$ cat config.mk
export PLATFORM = sky130hd
export DESIGN_NAME = debug_run_ctrl_flat
export DESIGN_NICKNAME = d
export VERILOG_FILES = /design/src/rtl/dbg_pkg.sv /design/src/rtl/debug_run_ctrl_if.sv /design/src/rtl/debug_run_ctrl.sv /design/src/flat_wrapper.sv
export SDC_FILE = /design/constraint.sdc
export NUM_CORES = 1
export LEC_CHECK = 0
export BUFFER_PORTS_ARGS = -buffer_cell sky130_fd_sc_hd__buf_2
export CAP_MARGIN = 20
export CORE_UTILIZATION = 30
export DETAILED_ROUTE_END_ITERATION = 8
export GPL_TIMING_DRIVEN = 1
export RECOVER_POWER = 25
export SYNTH_ARGS = -nofsm -noshare
export SYNTH_HDL_FRONTEND = slang
export SYNTH_SLANG_ARGS = --single-unit
$ cat constraint.sdc
create_clock -name clk -period 2.05 [get_ports clk]
set_input_delay 0.41 -clock clk [delete_from_list [all_inputs] [get_ports clk]]
set_output_delay 0.41 -clock clk [all_outputs]
set_load 0.01 [all_outputs]
$ cat src/rtl/dbg_pkg.sv
// Shared types for the debug run/halt sequencer.
//   dbg_state_e      : sequencer state encoding
//   DBG_CAUSE_*      : dcsr.cause codes reported while halted
//   dbg_halt_cause() : cause of a halt event; a lower code means a higher priority
package dbg_pkg;

    typedef enum logic [2:0] {
        ST_RUN,
        ST_HALT_WAIT,
        ST_HALT_ENTER,
        ST_HALTED,
        ST_RESUME,
        ST_STEP
    } dbg_state_e;

    localparam logic [2:0] DBG_CAUSE_NONE      = 3'd0;
    localparam logic [2:0] DBG_CAUSE_EBREAK    = 3'd1;
    localparam logic [2:0] DBG_CAUSE_HALTREQ   = 3'd3;
    localparam logic [2:0] DBG_CAUSE_STEP      = 3'd4;
    localparam logic [2:0] DBG_CAUSE_RESETHALT = 3'd5;

    // The step cause is returned only when neither ebreak nor haltreq is present.
    function automatic logic [2:0] dbg_halt_cause(input logic ebreak, input logic haltreq);
        if (ebreak) begin
            return DBG_CAUSE_EBREAK;
        end else if (haltreq) begin
            return DBG_CAUSE_HALTREQ;
        end else begin
            return DBG_CAUSE_STEP;
        end
    endfunction

endpackage

$ cat src/rtl/debug_run_ctrl_if.sv
// Signal bundle between the debug module / pipeline and the run/halt sequencer.
//   master : debug module + pipeline side (drives requests and pipeline status)
//   slave  : sequencer side (drives run/halt qualifiers, status and CSR strobes)
interface debug_run_ctrl_if;

    logic       haltreq;
    logic       resumereq;
    logic       step_en;
    logic       ebreak_dbg;
    logic       instr_retired;
    logic       trap;
    logic       stall_pipl;
    logic       div_busy;

    logic       core_running;
    logic       core_halted;
    logic       dbg_ret;
    logic       halted;
    logic       resume_ack;
    logic       dpc_we;
    logic [2:0] dcsr_cause;
    logic       halt_forced;

    modport master (
        output haltreq, resumereq, step_en, ebreak_dbg, instr_retired, trap, stall_pipl, div_busy,
        input  core_running, core_halted, dbg_ret, halted, resume_ack, dpc_we, dcsr_cause, halt_forced
    );

    modport slave (
        input  haltreq, resumereq, step_en, ebreak_dbg, instr_retired, trap, stall_pipl, div_busy,
        output core_running, core_halted, dbg_ret, halted, resume_ack, dpc_we, dcsr_cause, halt_forced
    );

endinterface

$ cat src/rtl/debug_run_ctrl.sv
// Run/halt sequencer for external debug. Freezes, flushes and restarts the pipeline
// at clean boundaries in response to haltreq, resumereq, debug ebreak and single-step.
// Ports:
//   clk      : core clock
//   reset_n  : synchronous active-low reset
//   bus      : debug_run_ctrl_if.slave (requests/pipeline status in; run/halt control, status,
//              dpc_we strobe, dcsr_cause and halt_forced out)
// Parameters:
//   MAX_WAIT   : cycles to wait for stall_pipl/div_busy to drop before forcing the halt (>=2)
//   RESET_HALT : 1 leaves reset HALTED with cause 5, 0 leaves reset in RUN
module debug_run_ctrl
    import dbg_pkg::*;
#(
    parameter int unsigned MAX_WAIT   = 16,
    parameter bit          RESET_HALT = 1'b0
) (
    input  logic            clk,
    input  logic            reset_n,
    debug_run_ctrl_if.slave bus
);

    localparam int unsigned      CNT_W    = $clog2(MAX_WAIT);
    localparam logic [CNT_W-1:0] CNT_LAST = CNT_W'(MAX_WAIT - 1);
    localparam logic [CNT_W-1:0] CNT_SAT  = '1;

    dbg_state_e       state_q, state_d;
    logic [CNT_W-1:0] cnt_q, cnt_d;
    logic [2:0]       cause_q, cause_d;
    logic             forced_q, forced_d;

    logic             quiet;
    logic             run_evt;
    logic             step_evt;
    logic [2:0]       evt_cause;

    assign quiet     = ~bus.stall_pipl & ~bus.div_busy;
    assign run_evt   = bus.ebreak_dbg | bus.haltreq;
    assign step_evt  = run_evt | bus.instr_retired | bus.trap;
    assign evt_cause = dbg_halt_cause(bus.ebreak_dbg, bus.haltreq);

    always_ff @(posedge clk) begin
        if (!reset_n) begin
            state_q  <= RESET_HALT ? ST_HALTED : ST_RUN;
            cnt_q    <= '0;
            cause_q  <= RESET_HALT ? DBG_CAUSE_RESETHALT : DBG_CAUSE_NONE;
            forced_q <= 1'b0;
        end else begin
            state_q  <= state_d;
            cnt_q    <= cnt_d;
            cause_q  <= cause_d;
            forced_q <= forced_d;
        end
    end

    always_comb begin
        state_d  = state_q;
        cnt_d    = cnt_q;
        cause_d  = cause_q;
        forced_d = forced_q;
        unique case (state_q)
            ST_RUN, ST_STEP: begin
                // The step term only counts while a single step is in flight.
                if (run_evt || (state_q == ST_STEP && step_evt)) begin
                    cause_d = evt_cause;
                    cnt_d   = '0;
                    state_d = quiet ? ST_HALT_ENTER : ST_HALT_WAIT;
                end
            end
            ST_HALT_WAIT: begin
                cnt_d = (cnt_q == CNT_SAT) ? cnt_q : cnt_q + CNT_W'(1);
                if (run_evt && (evt_cause < cause_q)) begin
                    cause_d = evt_cause;
                end
                if (quiet) begin
                    state_d = ST_HALT_ENTER;
                end else if (cnt_q == CNT_LAST) begin
                    state_d  = ST_HALT_ENTER;
                    forced_d = 1'b1;
                end
            end
            ST_HALT_ENTER: begin
                state_d = ST_HALTED;
            end
            ST_HALTED: begin
                if (bus.resumereq) begin
                    state_d  = ST_RESUME;
                    forced_d = 1'b0;
                end
            end
            ST_RESUME: begin
                state_d = bus.step_en ? ST_STEP : ST_RUN;
            end
            default: begin
                state_d = ST_RUN;
            end
        endcase
    end

    always_comb begin
        bus.core_running = (state_q == ST_RUN) || (state_q == ST_HALT_WAIT) ||
                           (state_q == ST_RESUME) || (state_q == ST_STEP);
        bus.core_halted  = (state_q == ST_HALT_ENTER) || (state_q == ST_HALTED);
        bus.halted       = (state_q == ST_HALTED);
        bus.dpc_we       = (state_q == ST_HALT_ENTER);
        bus.dbg_ret      = (state_q == ST_RESUME);
        bus.resume_ack   = (state_q == ST_RESUME);
        bus.dcsr_cause   = cause_q;
        bus.halt_forced  = forced_q;
    end

endmodule

$ cat src/flat_wrapper.sv
// flat-port wrapper written by rule: the top's interface ports become plain ports
module debug_run_ctrl_flat import dbg_pkg::*;
#(
    parameter int unsigned MAX_WAIT   = 16,
    parameter bit          RESET_HALT = 1'b0
)
  (clk, reset_n, bus_haltreq, bus_resumereq, bus_step_en, bus_ebreak_dbg, bus_instr_retired, bus_trap, bus_stall_pipl, bus_div_busy, bus_core_running, bus_core_halted, bus_dbg_ret, bus_halted, bus_resume_ack, bus_dpc_we, bus_dcsr_cause, bus_halt_forced);
  debug_run_ctrl_if bus_i ();
  input  logic clk;
  input  logic reset_n;
  input wire logic [$bits(bus_i.haltreq)-1:0] bus_haltreq;
  input wire logic [$bits(bus_i.resumereq)-1:0] bus_resumereq;
  input wire logic [$bits(bus_i.step_en)-1:0] bus_step_en;
  input wire logic [$bits(bus_i.ebreak_dbg)-1:0] bus_ebreak_dbg;
  input wire logic [$bits(bus_i.instr_retired)-1:0] bus_instr_retired;
  input wire logic [$bits(bus_i.trap)-1:0] bus_trap;
  input wire logic [$bits(bus_i.stall_pipl)-1:0] bus_stall_pipl;
  input wire logic [$bits(bus_i.div_busy)-1:0] bus_div_busy;
  output wire logic [$bits(bus_i.core_running)-1:0] bus_core_running;
  output wire logic [$bits(bus_i.core_halted)-1:0] bus_core_halted;
  output wire logic [$bits(bus_i.dbg_ret)-1:0] bus_dbg_ret;
  output wire logic [$bits(bus_i.halted)-1:0] bus_halted;
  output wire logic [$bits(bus_i.resume_ack)-1:0] bus_resume_ack;
  output wire logic [$bits(bus_i.dpc_we)-1:0] bus_dpc_we;
  output wire logic [$bits(bus_i.dcsr_cause)-1:0] bus_dcsr_cause;
  output wire logic [$bits(bus_i.halt_forced)-1:0] bus_halt_forced;
  assign bus_i.haltreq = bus_haltreq;
  assign bus_i.resumereq = bus_resumereq;
  assign bus_i.step_en = bus_step_en;
  assign bus_i.ebreak_dbg = bus_ebreak_dbg;
  assign bus_i.instr_retired = bus_instr_retired;
  assign bus_i.trap = bus_trap;
  assign bus_i.stall_pipl = bus_stall_pipl;
  assign bus_i.div_busy = bus_div_busy;
  assign bus_core_running = bus_i.core_running;
  assign bus_core_halted = bus_i.core_halted;
  assign bus_dbg_ret = bus_i.dbg_ret;
  assign bus_halted = bus_i.halted;
  assign bus_resume_ack = bus_i.resume_ack;
  assign bus_dpc_we = bus_i.dpc_we;
  assign bus_dcsr_cause = bus_i.dcsr_cause;
  assign bus_halt_forced = bus_i.halt_forced;
  debug_run_ctrl #(.MAX_WAIT(MAX_WAIT), .RESET_HALT(RESET_HALT)) u_core (.clk(clk), .reset_n(reset_n), .bus(bus_i));
endmodule
==> out/metrics.json, run 1 <==
{
  "run_status": {"value": "completed"},
  "post_synth_instance_area": {"value": 747, "unit": "um^2"},
  "number_of_maximum_capacitance_constraint_violations": {"value": 0},
  "hold_path_class": {"value": "in -> reg"},
  "start_util": {"value": 32.8, "unit": "%"},
  "worst_path_largest_cell_delay": {"value": 0.53, "unit": "ns"},
  "timing.critical_path.max_delay_family": {"value": "flip-flops"},
  "p_int": {"value": 0.491, "unit": "mW"},
  "seqPwrFrac": {"value": 37.7, "unit": "%"},
  "postSynth.asyncResetShare": {"value": 0, "unit": "%"},
  "vias_in_the_first_global_route": {"value": 645},
  "boundary_pins": {"value": 20},
  "root_buffer_selected_by_cts": {"value": "sky130_fd_sc_hd__clkbuf_4"},
  "timing.critical_path.slowest_stage_cell": {"value": "sky130_fd_sc_hd__dfxtp_1"},
  "wirelength_per_cell": {"value": 11.7, "unit": "um"},
  "drtAntennaViolNets": {"value": 0},
  "regToRegStartpoint": {"value": "u_core.state_q[0]$_SDFFE_PN0P_"},
  "starting_drc_count_in_detailed_routing": {"value": 13},
  "cts_made_buffers": {"value": 3},
  "synth_edf_count": {"value": 0},
  "clock_latency_at_the_later_pin_of_the_worst_skew_pair": {"value": 0.28, "unit": "ns"},
  "crit_buf_inv": {"value": 2},
  "finalWeightedCongestion": {"value": 0.739},
  "p_per_area": {"value": 963, "unit": "mW/mm^2"},
  "die_h": {"value": 51.9, "unit": "um"},
  "synth.net_count": {"value": 103},
  "globalRoute.totalOverflow": {"value": 0},
  "synth_ff_type": {"value": "sky130_fd_sc_hd__dfxtp_1"},
  "total_leakage_power": {"value": 0.347, "unit": "nW"},
  "timing.final.setup_violations": {"value": 0},
  "layout-drive-gt1-share": {"value": 27.5, "unit": "%"},
  "crit_chain": {"value": "or2b_1 > inv_1 > buf_2"},
  "clock_tree.buffer_depth": {"value": 2},
  "number_of_different_library_cells_in_the_post_synthesis_netlist": {"value": 39},
  "slew_violations": {"value": 0},
  "synth_seq_cells": {"value": 11},
  "tritoncts_clock_tree": {"value": "yes"},
  "vdd_drop_max": {"value": 430, "unit": "uV"},
  "post_cts.resized_instances": {"value": 0},
  "hold_path.startpoint": {"value": "bus_resumereq"},
  "power.clock.fraction": {"value": 18.4, "unit": "%"},
  "worst_setup_hold_path_clk_slew": {"value": 0.08, "unit": "ns"},
  "crit_path_start_kind": {"value": "register"},
  "critical_path_rt": {"value": 1.64, "unit": "ns"},
  "wire_length_of_the_first_global_routing_pass": {"value": 2.77, "unit": "mm"},
  "drt-total-wl": {"value": 1.61, "unit": "mm"},
  "grt_setup_unrepaired": {"value": "no"},
  "detail_route.drc_violations": {"value": 0},
  "cts_setup_buffers": {"value": 0},
  "postSynthCellCount": {"value": 91},
  "grt_antenna_before_repair": {"value": 0},
  "layout.cells.most_common_list": {"value": "14 x sky130_fd_sc_hd__buf_2, 11 x sky130_fd_sc_hd__dfxtp_1, 9 x sky130_fd_sc_hd__nor2_1, 9 x sky130_fd_sc_hd__nand2_1, 6 x sky130_fd_sc_hd__a21oi_1"},
  "worst_slew_pin_slew": {"value": 0.454, "unit": "ns"},
  "cts_hold_repair.buffers": {"value": 0},
  "min_period": {"value": 1.76, "unit": "ns"},
  "total_routing_resource_utilization_after_global_routing": {"value": 14.0, "unit": "%"},
  "final_layout_net_count": {"value": 122},
  "port_buffers": {"value": 19},
  "nFillCells": {"value": 238},
  "antenna-diode-count": {"value": 0},
  "cts_sinks": {"value": 11},
  "hold_viol_final": {"value": 0},
  "criticalPathCategory": {"value": "reg -> out"},
  "floorplan.rows": {"value": 17},
  "finalCritPeriodShare": {"value": 85.9, "unit": "%"},
  "die_area": {"value": 0.00269, "unit": "mm^2"},
  "half_perimeter_wire_length_of_the_detailed_placement_result": {"value": 1.22, "unit": "mm"},
  "setup-tns-final": {"value": 0, "unit": "ns"},
  "fmax": {"value": 568, "unit": "MHz"},
  "avgSynthCellArea": {"value": 8.21, "unit": "um^2"},
  "mostFrequentLayoutCell": {"value": "sky130_fd_sc_hd__buf_2"},
  "area.growth.synth_to_final": {"value": 15.9, "unit": "%"},
  "num_vias": {"value": 706},
  "coreArea": {"value": 0.00228, "unit": "mm^2"},
  "cp_data_arrival_time": {"value": 1.35, "unit": "ns"},
  "clock_skew": {"value": 0.00576, "unit": "ns"},
  "grt_start_max_net_pins": {"value": 15},
  "routed_via_density": {"value": 5.15},
  "maxSlewHeadroom": {"value": 69.7, "unit": "%"},
  "power.combinational.fraction": {"value": 43.9, "unit": "%"},
  "p_sw_share": {"value": 41.1, "unit": "%"},
  "first_pass_iters": {"value": 4},
  "netSwitchingPower": {"value": 0.343, "unit": "mW"},
  "synth.yosys.warnings": {"value": 0},
  "seq_area_frac_synth": {"value": 29.5, "unit": "%"},
  "finalHoldWorstSlack": {"value": 0.381, "unit": "ns"},
  "worst-path-max-fanout": {"value": 9},
  "endpoint_kind": {"value": "output port"},
  "h_tree_level_count": {"value": 1},
  "crit_path_start": {"value": "u_core.state_q[1]$_SDFFE_PN0P_"},
  "chip_width": {"value": 51.9, "unit": "um"}
}
-- per-layer routing --
metal,wire length (um),track usage [%],vias up
met5,0,0,-
met4,31,8.11,0
met3,61,3.51,5
li1,-,-,366
met2,715,20.9,16
met1,797,18.0,319
-- final timing paths --
| check | end | slack, ns | depth (start not counted) |
|---|---|---|---|
| worst min-delay path | u_core.bus.halt_forced$_SDFFE_PN0P_ | 0.38 | 2 |
| worst max-delay path | bus_core_halted | 0.29 | 3 |
| worst max register to register | u_core.cnt_q[1]$_SDFFE_PN0P_ | 0.43 | 4 |
| worst min register to register | u_core.cnt_q[3]$_SDFFE_PN0P_ | 0.47 | 1 |
-- final cells by class --
| type | instances | area, um^2 | share of cell area (%) |
|---|---|---|---|
| clock buffer | 3 | 22.5 | 2.60 |
| clock inverter | 1 | 5.00 | 0.578 |
| inverter | 5 | 18.8 | 2.17 |
| multi-input combinational | 70 | 475 | 54.9 |
| sequential | 11 | 220 | 25.4 |
| tap | 28 | 35.0 | 4.05 |
| timing repair buffer | 19 | 88.8 | 10.3 |
-- state kept, by name (all words and copies together), names as in the netlist --
| signal | flops |
|---|---|
| u_core.bus.dcsr_cause | 3 |
| u_core.cnt_q | 4 |
| u_core.bus.halt_forced | 1 |
| u_core.state_q | 3 |
-- power groups by stage --
stage	Clock (mW)	Combinational, mW	Sequential, mW
after floorplan	0	0.330	0.282
after global placement	0	0.370	0.317
after detailed placement	0	0.371	0.319
after CTS	0.159	0.373	0.314
after global routing	0.172	0.415	0.324
final	0.154	0.366	0.315
-- cells in the mapped netlist, drive strengths merged (3+ instances only) --
cell / count / area (um^2)
o21ai: 5 / 28.8
a211oi: 4 / 40.0
buf: 4 / 28.8
nand2: 9 / 33.8
nor2: 9 / 33.8
a21oi: 6 / 30.0
dfxtp: 11 / 220
nor3b: 3 / 27.5
nand3: 4 / 20.0
mux2i: 3 / 30.0
or2: 3 / 18.8
inv: 5 / 18.8
-- cell families after synthesis --
logic type	synth area share, %
DFF	29.5
AOI/OAI and AO/OA	28.0
buffers and inverters	6.87
and+or+nand+nor	28.3
muxes	4.02
adders and majority gates	3.35
-- through the flow --
stage          std cells  utilization (%)  instance area [um^2]  power (mW)  setup slack, ns
5_1_grt              137             38.0                   866       0.911            0.166
2_1_floorplan         91                -                   747       0.612            0.502
3_3_place_gp         133             37.1                   845       0.688            0.354
6_report             137             38.0                   866       0.834            0.290
3_5_place_dp         133             37.1                   845       0.690            0.278
4_1_cts              137             38.3                   872       0.846            0.291
Note: power is estimated with default switching activity, not from simulation.
==> inputs of run 2 (changes only) <==
--- a/config.mk
+++ b/config.mk
@@ -7,9 +7,12 @@
 export LEC_CHECK = 0
 export BUFFER_PORTS_ARGS = -buffer_cell sky130_fd_sc_hd__buf_2
 export CAP_MARGIN = 20
+export CELL_PAD_IN_SITES_DETAIL_PLACEMENT = 1
+export CELL_PAD_IN_SITES_GLOBAL_PLACEMENT = 1
 export CORE_UTILIZATION = 30
 export DETAILED_ROUTE_END_ITERATION = 8
 export GPL_TIMING_DRIVEN = 1
+export PLACE_DENSITY_LB_ADDON = 0.1
 export RECOVER_POWER = 25
 export SYNTH_ARGS = -nofsm -noshare
 export SYNTH_HDL_FRONTEND = slang
==> run 2 against run 1 <==
Net effect: cell count increased by 0.73%; non-clock buffer count is 1 higher; utilization grew 0.27 points; critical path type unchanged; critical endpoint unchanged; largest cell class unchanged.
==> out/metrics.json, run 2 (synthesis gave the netlist of run 1 again) <==
{
  "worst_slew_pin_slew": {"value": 0.499, "unit": "ns"},
  "start_util": {"value": 32.8, "unit": "%"},
  "grt_start_max_net_pins": {"value": 15},
  "first_pass_iters": {"value": 4},
  "num_vias": {"value": 724},
  "grt_antenna_before_repair": {"value": 0},
  "chip_width": {"value": 51.9, "unit": "um"},
  "fmax": {"value": 566, "unit": "MHz"},
  "port_buffers": {"value": 19},
  "layout-drive-gt1-share": {"value": 27.3, "unit": "%"},
  "regToRegStartpoint": {"value": "u_core.state_q[2]$_SDFFE_PN0P_"},
  "cts_sinks": {"value": 11},
  "nFillCells": {"value": 296},
  "drt-total-wl": {"value": 1.89, "unit": "mm"},
  "die_area": {"value": 0.00269, "unit": "mm^2"},
  "clock_latency_at_the_later_pin_of_the_worst_skew_pair": {"value": 0.27, "unit": "ns"},
  "finalWeightedCongestion": {"value": 0.749},
  "h_tree_level_count": {"value": 1},
  "r2r.worst_path.cells": {"value": 4},
  "min_delay_worst_endpoint": {"value": "u_core.bus.halt_forced$_SDFFE_PN0P_"},
  "worst_setup_hold_path_clk_slew": {"value": 0.07, "unit": "ns"},
  "cp_data_arrival_time": {"value": 1.36, "unit": "ns"},
  "layout.cells.most_common_list": {"value": "14 x sky130_fd_sc_hd__buf_2, 11 x sky130_fd_sc_hd__dfxtp_1, 9 x sky130_fd_sc_hd__nor2_1, 9 x sky130_fd_sc_hd__nand2_1"},
  "worst_path_largest_cell_delay": {"value": 0.53, "unit": "ns"},
  "root_buffer_selected_by_cts": {"value": "sky130_fd_sc_hd__clkbuf_4"},
  "criticalPathCategory": {"value": "reg -> out"},
  "clock_skew": {"value": 0.00595, "unit": "ns"},
  "grt_setup_unrepaired": {"value": "no"},
  "total_leakage_power": {"value": 0.350, "unit": "nW"},
  "cts_made_buffers": {"value": 3},
  "timing.final.setup_violations": {"value": 0},
  "starting_drc_count_in_detailed_routing": {"value": 9},
  "mostFrequentLayoutCell": {"value": "sky130_fd_sc_hd__buf_2"},
  "final_layout_net_count": {"value": 123},
  "timing.critical_path.max_delay_family": {"value": "flip-flops"},
  "flip_flop_count_of_the_largest_register_all_copies_and_words_added": {"value": 4},
  "crit_path_start_kind": {"value": "register"},
  "boundary_pins": {"value": 20},
  "p_per_area": {"value": 982, "unit": "mW/mm^2"},
  "rr_endpoint": {"value": "u_core.state_q[0]$_SDFFE_PN0P_"},
  "half_perimeter_wire_length_of_the_detailed_placement_result": {"value": 1.53, "unit": "mm"},
  "wirelength_per_cell": {"value": 13.7, "unit": "um"},
  "min_period": {"value": 1.77, "unit": "ns"},
  "run_status": {"value": "completed"},
  "clock_tree.buffer_depth": {"value": 2},
  "drtAntennaViolNets": {"value": 0},
  "cts_setup_buffers": {"value": 0},
  "antenna-diode-count": {"value": 0},
  "vias_in_the_first_global_route": {"value": 716},
  "floorplan.rows": {"value": 17},
  "detail_route.drc_violations": {"value": 0},
  "tritoncts_clock_tree": {"value": "yes"},
  "crit_path_start": {"value": "u_core.state_q[1]$_SDFFE_PN0P_"},
  "placed_cells_incl_taps": {"value": 134},
  "hold_path_class": {"value": "in -> reg"},
  "cts_hold_repair.buffers": {"value": 0},
  "vdd_drop_max": {"value": 522, "unit": "uV"},
  "timing.critical_path.slowest_stage_cell": {"value": "sky130_fd_sc_hd__dfxtp_1"},
  "globalRoute.totalOverflow": {"value": 0},
  "hold_viol_final": {"value": 0},
  "crit_buf_inv": {"value": 2},
  "post_cts.resized_instances": {"value": 0},
  "maxSlewHeadroom": {"value": 66.6, "unit": "%"},
  "area.growth.synth_to_final": {"value": 16.8, "unit": "%"},
  "number_of_maximum_capacitance_constraint_violations": {"value": 0},
  "total_routing_resource_utilization_after_global_routing": {"value": 16.3, "unit": "%"},
  "layoutNonFillerInstCount": {"value": 138},
  "setup-tns-final": {"value": 0, "unit": "ns"},
  "critical_path_rt": {"value": 1.64, "unit": "ns"},
  "regToRegSetupSlack": {"value": 0.50, "unit": "ns"},
  "slew_violations": {"value": 0},
  "hold_depth": {"value": 2},
  "worst-path-max-fanout": {"value": 9},
  "die_h": {"value": 51.9, "unit": "um"},
  "wire_length_of_the_first_global_routing_pass": {"value": 3.21, "unit": "mm"},
  "finalCritPeriodShare": {"value": 86.1, "unit": "%"},
  "hold_path.startpoint": {"value": "bus_resumereq"},
  "crit_chain": {"value": "or2b_1 > inv_1 > buf_2"},
  "routed_via_density": {"value": 5.25},
  "endpoint_kind": {"value": "output port"},
  "coreArea": {"value": 0.00228, "unit": "mm^2"},
  "top_register": {"value": "u_core.cnt_q"}
}
[run 2: report_power, final]
group | internal (mW) | total [mW] | switching (mW)
Sequential | 0.250 | 0.298 | 0.0475
Clock | 0.0752 | 0.147 | 0.0715
Combinational | 0.179 | 0.412 | 0.233
Total | 0.505 | 0.856 | 0.352
[run 2: worst reg2reg max path, cell delays in order, from the launching register on]
cell	delay [ns]
sky130_fd_sc_hd__dfxtp_1	0.44
sky130_fd_sc_hd__or3b_4	0.47
sky130_fd_sc_hd__nor3b_2	0.26
sky130_fd_sc_hd__nor3_1	0.10
sky130_fd_sc_hd__o32ai_2	0.19
[run 2: through the flow]
stage	hold slack (ns)	power, mW	instance area, um^2	utilization, %	setup WS [ns]
after global routing	0.403	0.927	872	38.3	0.176
after CTS	0.398	0.869	878	38.6	0.281
after detailed placement	0.457	0.716	852	37.4	0.282
after global placement	0.461	0.713	852	37.4	0.340
after floorplan	0.431	0.612	747	-	0.502
final	0.405	0.856	872	38.3	0.284
[run 2: layout make-up]
class	count	area (um^2)	area share [%]
Tap cell	28	35.0	4.02
Clock buffer	4	26.3	3.01
Sequential cell	11	220	25.3
Inverter	5	18.8	2.15
Timing Repair Buffer	20	96.3	11.0
Multi-Input combinational cell	70	475	54.5
[run 2: worst max path at each step]
stage,end,slack (ns),depth (start not counted)
global route,bus_core_halted,0.18,3
CTS,bus_core_halted,0.28,3
floorplan,u_core.bus.dcsr_cause[1]$_SDFFE_PN0P_,0.50,6
global placement,u_core.bus.dcsr_cause[2]$_SDFFE_PN0P_,0.34,7
finish,bus_core_halted,0.28,3
detailed placement,u_core.bus.dcsr_cause[2]$_SDFFE_PN0P_,0.28,7
[run 2: layer usage]
metal,up-vias,global-route usage (%),wire length [um],share of wire [%]
li1,369,-,-,-
met1,338,20.1,953,50
met2,15,26.9,861,46
met3,2,4.39,58,3.1
met4,0,5.41,17,0.90
met5,-,0,0,0
==> inputs of run 3 (changes only) <==
--- a/config.mk
+++ b/config.mk
@@ -10,10 +10,12 @@
 export CELL_PAD_IN_SITES_DETAIL_PLACEMENT = 1
 export CELL_PAD_IN_SITES_GLOBAL_PLACEMENT = 1
 export CORE_UTILIZATION = 30
+export CTS_BUF_LIST = sky130_fd_sc_hd__clkbuf_2 sky130_fd_sc_hd__clkbuf_4 sky130_fd_sc_hd__clkbuf_8
 export DETAILED_ROUTE_END_ITERATION = 8
 export GPL_TIMING_DRIVEN = 1
 export PLACE_DENSITY_LB_ADDON = 0.1
 export RECOVER_POWER = 25
+export REMOVE_ABC_BUFFERS = 1
 export SYNTH_ARGS = -nofsm -noshare
 export SYNTH_HDL_FRONTEND = slang
 export SYNTH_SLANG_ARGS = --single-unit
==> run 3 against run 2 <==
Net effect: global-route usage is 0.061 points higher; first-iteration DRC count is 67% lower; hold slack worse by 0.0078 ns; combinational power is 5.8% lower; power is 1.3% higher; final area is 1.3% higher; register-to-register slack worse by 0.10 ns; sequential share of layout area is 0.32 points lower; clock-buffer cell count stayed put.
==> out/metrics.json, run 3 (synthesis gave the netlist of run 1 again) <==
{
  "timing.critical_path.slowest_stage_cell": {"value": "sky130_fd_sc_hd__dfxtp_1"},
  "coreArea": {"value": 0.00228, "unit": "mm^2"},
  "first_pass_iters": {"value": 4},
  "min_delay_worst_endpoint": {"value": "u_core.bus.halt_forced$_SDFFE_PN0P_"},
  "rr_endpoint": {"value": "u_core.state_q[0]$_SDFFE_PN0P_"},
  "die_area": {"value": 0.00269, "unit": "mm^2"},
  "root_buffer_selected_by_cts": {"value": "sky130_fd_sc_hd__clkbuf_4"},
  "cts_setup_buffers": {"value": 0},
  "finalCritPeriodShare": {"value": 85.3, "unit": "%"},
  "worst_setup_hold_path_clk_slew": {"value": 0.07, "unit": "ns"},
  "wirelength_per_cell": {"value": 13.3, "unit": "um"},
  "final_layout_net_count": {"value": 124},
  "crit_buf_inv": {"value": 2},
  "finalWeightedCongestion": {"value": 0.748},
  "run_status": {"value": "completed"},
  "chip_width": {"value": 51.9, "unit": "um"},
  "endpoint_kind": {"value": "output port"},
  "detail_route.drc_violations": {"value": 0},
  "die_h": {"value": 51.9, "unit": "um"},
  "clock_tree.buffer_depth": {"value": 2},
  "regToRegStartpoint": {"value": "u_core.state_q[0]$_SDFFE_PN0P_"},
  "drt-total-wl": {"value": 1.85, "unit": "mm"},
  "area.growth.synth_to_final": {"value": 18.3, "unit": "%"},
  "timing.critical_path.max_delay_family": {"value": "flip-flops"},
  "power.clock.fraction": {"value": 18.9, "unit": "%"},
  "p_int": {"value": 0.520, "unit": "mW"},
  "starting_drc_count_in_detailed_routing": {"value": 3},
  "p_per_area": {"value": 982, "unit": "mW/mm^2"},
  "p_sw_share": {"value": 40.1, "unit": "%"},
  "r2r.worst_path.cells": {"value": 4},
  "slew_violations": {"value": 0},
  "layout-drive-gt1-share": {"value": 28.8, "unit": "%"},
  "power.combinational.fraction": {"value": 44.8, "unit": "%"},
  "layout.cells.most_common_list": {"value": "14 x sky130_fd_sc_hd__buf_2, 11 x sky130_fd_sc_hd__dfxtp_1, 9 x sky130_fd_sc_hd__nor2_1, 9 x sky130_fd_sc_hd__nand2_1, 6 x sky130_fd_sc_hd__a21oi_1"},
  "worst_slew_pin_slew": {"value": 0.440, "unit": "ns"},
  "total_leakage_power": {"value": 0.359, "unit": "nW"},
  "maxSlewHeadroom": {"value": 70.6, "unit": "%"},
  "placed_cells_incl_taps": {"value": 135},
  "tritoncts_clock_tree": {"value": "yes"},
  "flip_flop_count_of_the_largest_register_all_copies_and_words_added": {"value": 4},
  "num_vias": {"value": 717},
  "hold_viol_final": {"value": 0},
  "cp_data_arrival_time": {"value": 1.34, "unit": "ns"},
  "timing.final.setup_violations": {"value": 0},
  "port_buffers": {"value": 19},
  "mostFrequentLayoutCell": {"value": "sky130_fd_sc_hd__buf_2"},
  "layoutNonFillerInstCount": {"value": 139},
  "criticalPathCategory": {"value": "reg -> out"},
  "vias_in_the_first_global_route": {"value": 734},
  "wire_length_of_the_first_global_routing_pass": {"value": 3.21, "unit": "mm"},
  "netSwitchingPower": {"value": 0.348, "unit": "mW"},
  "setup-tns-final": {"value": 0, "unit": "ns"},
  "crit_path_start_kind": {"value": "register"},
  "h_tree_level_count": {"value": 1},
  "hold_path_class": {"value": "in -> reg"},
  "post_cts.resized_instances": {"value": 0},
  "globalRoute.totalOverflow": {"value": 0},
  "grt_setup_unrepaired": {"value": "no"},
  "critical_path_rt": {"value": 1.64, "unit": "ns"},
  "sequential_cell_area": {"value": 220, "unit": "um^2"},
  "clock_skew": {"value": 0.00325, "unit": "ns"},
  "hold_depth": {"value": 2},
  "fmax": {"value": 572, "unit": "MHz"},
  "start_util": {"value": 32.8, "unit": "%"},
  "drtAntennaViolNets": {"value": 0},
  "power": {"value": 0.867, "unit": "mW"},
  "total_routing_resource_utilization_after_global_routing": {"value": 16.3, "unit": "%"},
  "grt_start_max_net_pins": {"value": 15},
  "regToRegSetupSlack": {"value": 0.40, "unit": "ns"},
  "nFillCells": {"value": 282},
  "clock_latency_at_the_later_pin_of_the_worst_skew_pair": {"value": 0.27, "unit": "ns"},
  "cts_hold_repair.buffers": {"value": 0},
  "grt_antenna_before_repair": {"value": 0},
  "vdd_drop_max": {"value": 274, "unit": "uV"},
  "top_register": {"value": "u_core.cnt_q"},
  "cts_sinks": {"value": 11},
  "cts_made_buffers": {"value": 3},
  "boundary_pins": {"value": 20},
  "antenna-diode-count": {"value": 0},
  "half_perimeter_wire_length_of_the_detailed_placement_result": {"value": 1.43, "unit": "mm"},
  "worst_path_largest_cell_delay": {"value": 0.52, "unit": "ns"},
  "number_of_maximum_capacitance_constraint_violations": {"value": 0},
  "routed_via_density": {"value": 5.16},
  "worst-path-max-fanout": {"value": 9},
  "floorplan.rows": {"value": 17},
  "min_period": {"value": 1.75, "unit": "ns"},
  "multi_input_comb_area": {"value": 475, "unit": "um^2"},
  "hold_path.startpoint": {"value": "bus_resumereq"},
  "crit_chain": {"value": "or2b_1 > inv_1 > buf_2"},
  "seqPwrFrac": {"value": 36.3, "unit": "%"}
}
==> run 3: worst max-delay path by stage <==
stage,start,to,slack (ns),depth (start not counted)
final,u_core.state_q[1]$_SDFFE_PN0P_,bus_core_halted,0.30,3
after global routing,u_core.state_q[2]$_SDFFE_PN0P_,bus_dbg_ret,0.17,3
after CTS,u_core.state_q[0]$_SDFFE_PN0P_,bus_halted,0.28,3
after detailed placement,bus_haltreq,u_core.bus.dcsr_cause[1]$_SDFFE_PN0P_,0.30,7
after global placement,bus_haltreq,u_core.bus.dcsr_cause[1]$_SDFFE_PN0P_,0.32,7
after floorplan,bus_haltreq,u_core.bus.dcsr_cause[1]$_SDFFE_PN0P_,0.50,6
==> run 3: power groups by stage <==
stage | clock network, mW | registers [mW] | logic [mW]
after floorplan | 0 | 0.307 | 0.279
after global placement | 0 | 0.320 | 0.392
after detailed placement | 0 | 0.320 | 0.397
after CTS | 0.171 | 0.316 | 0.399
after global routing | 0.181 | 0.325 | 0.436
final | 0.164 | 0.315 | 0.388
==> run 3: per-layer routing <==
layer	GRT usage, %	part of all wire, %	vias to the layer above
met5	0	0	-
met4	9.46	2.1	0
met3	2.34	3.4	4
met2	24.6	45	16
met1	21.8	49	330
li1	-	-	367
==> run 3: metrics by stage <==
| stage | instance area [um^2] | utilization, % | setup WS (ns) | hold slack, ns |
|---|---|---|---|---|
| final | 883 | 38.8 | 0.302 | 0.397 |
| after global routing | 883 | 38.8 | 0.171 | 0.419 |
| after CTS | 890 | 39.1 | 0.284 | 0.390 |
| after detailed placement | 860 | 37.8 | 0.296 | 0.464 |
| after global placement | 860 | 37.8 | 0.322 | 0.453 |
| after floorplan | 714 | - | 0.502 | 0.430 |
==> run 3: layout make-up <==
cell class	count	area share, %
clock buffer	4	3.40
tap	28	3.97
multi-input combinational	70	53.8
timing repair buffer	21	11.8
sequential	11	24.9
inverter	5	2.12
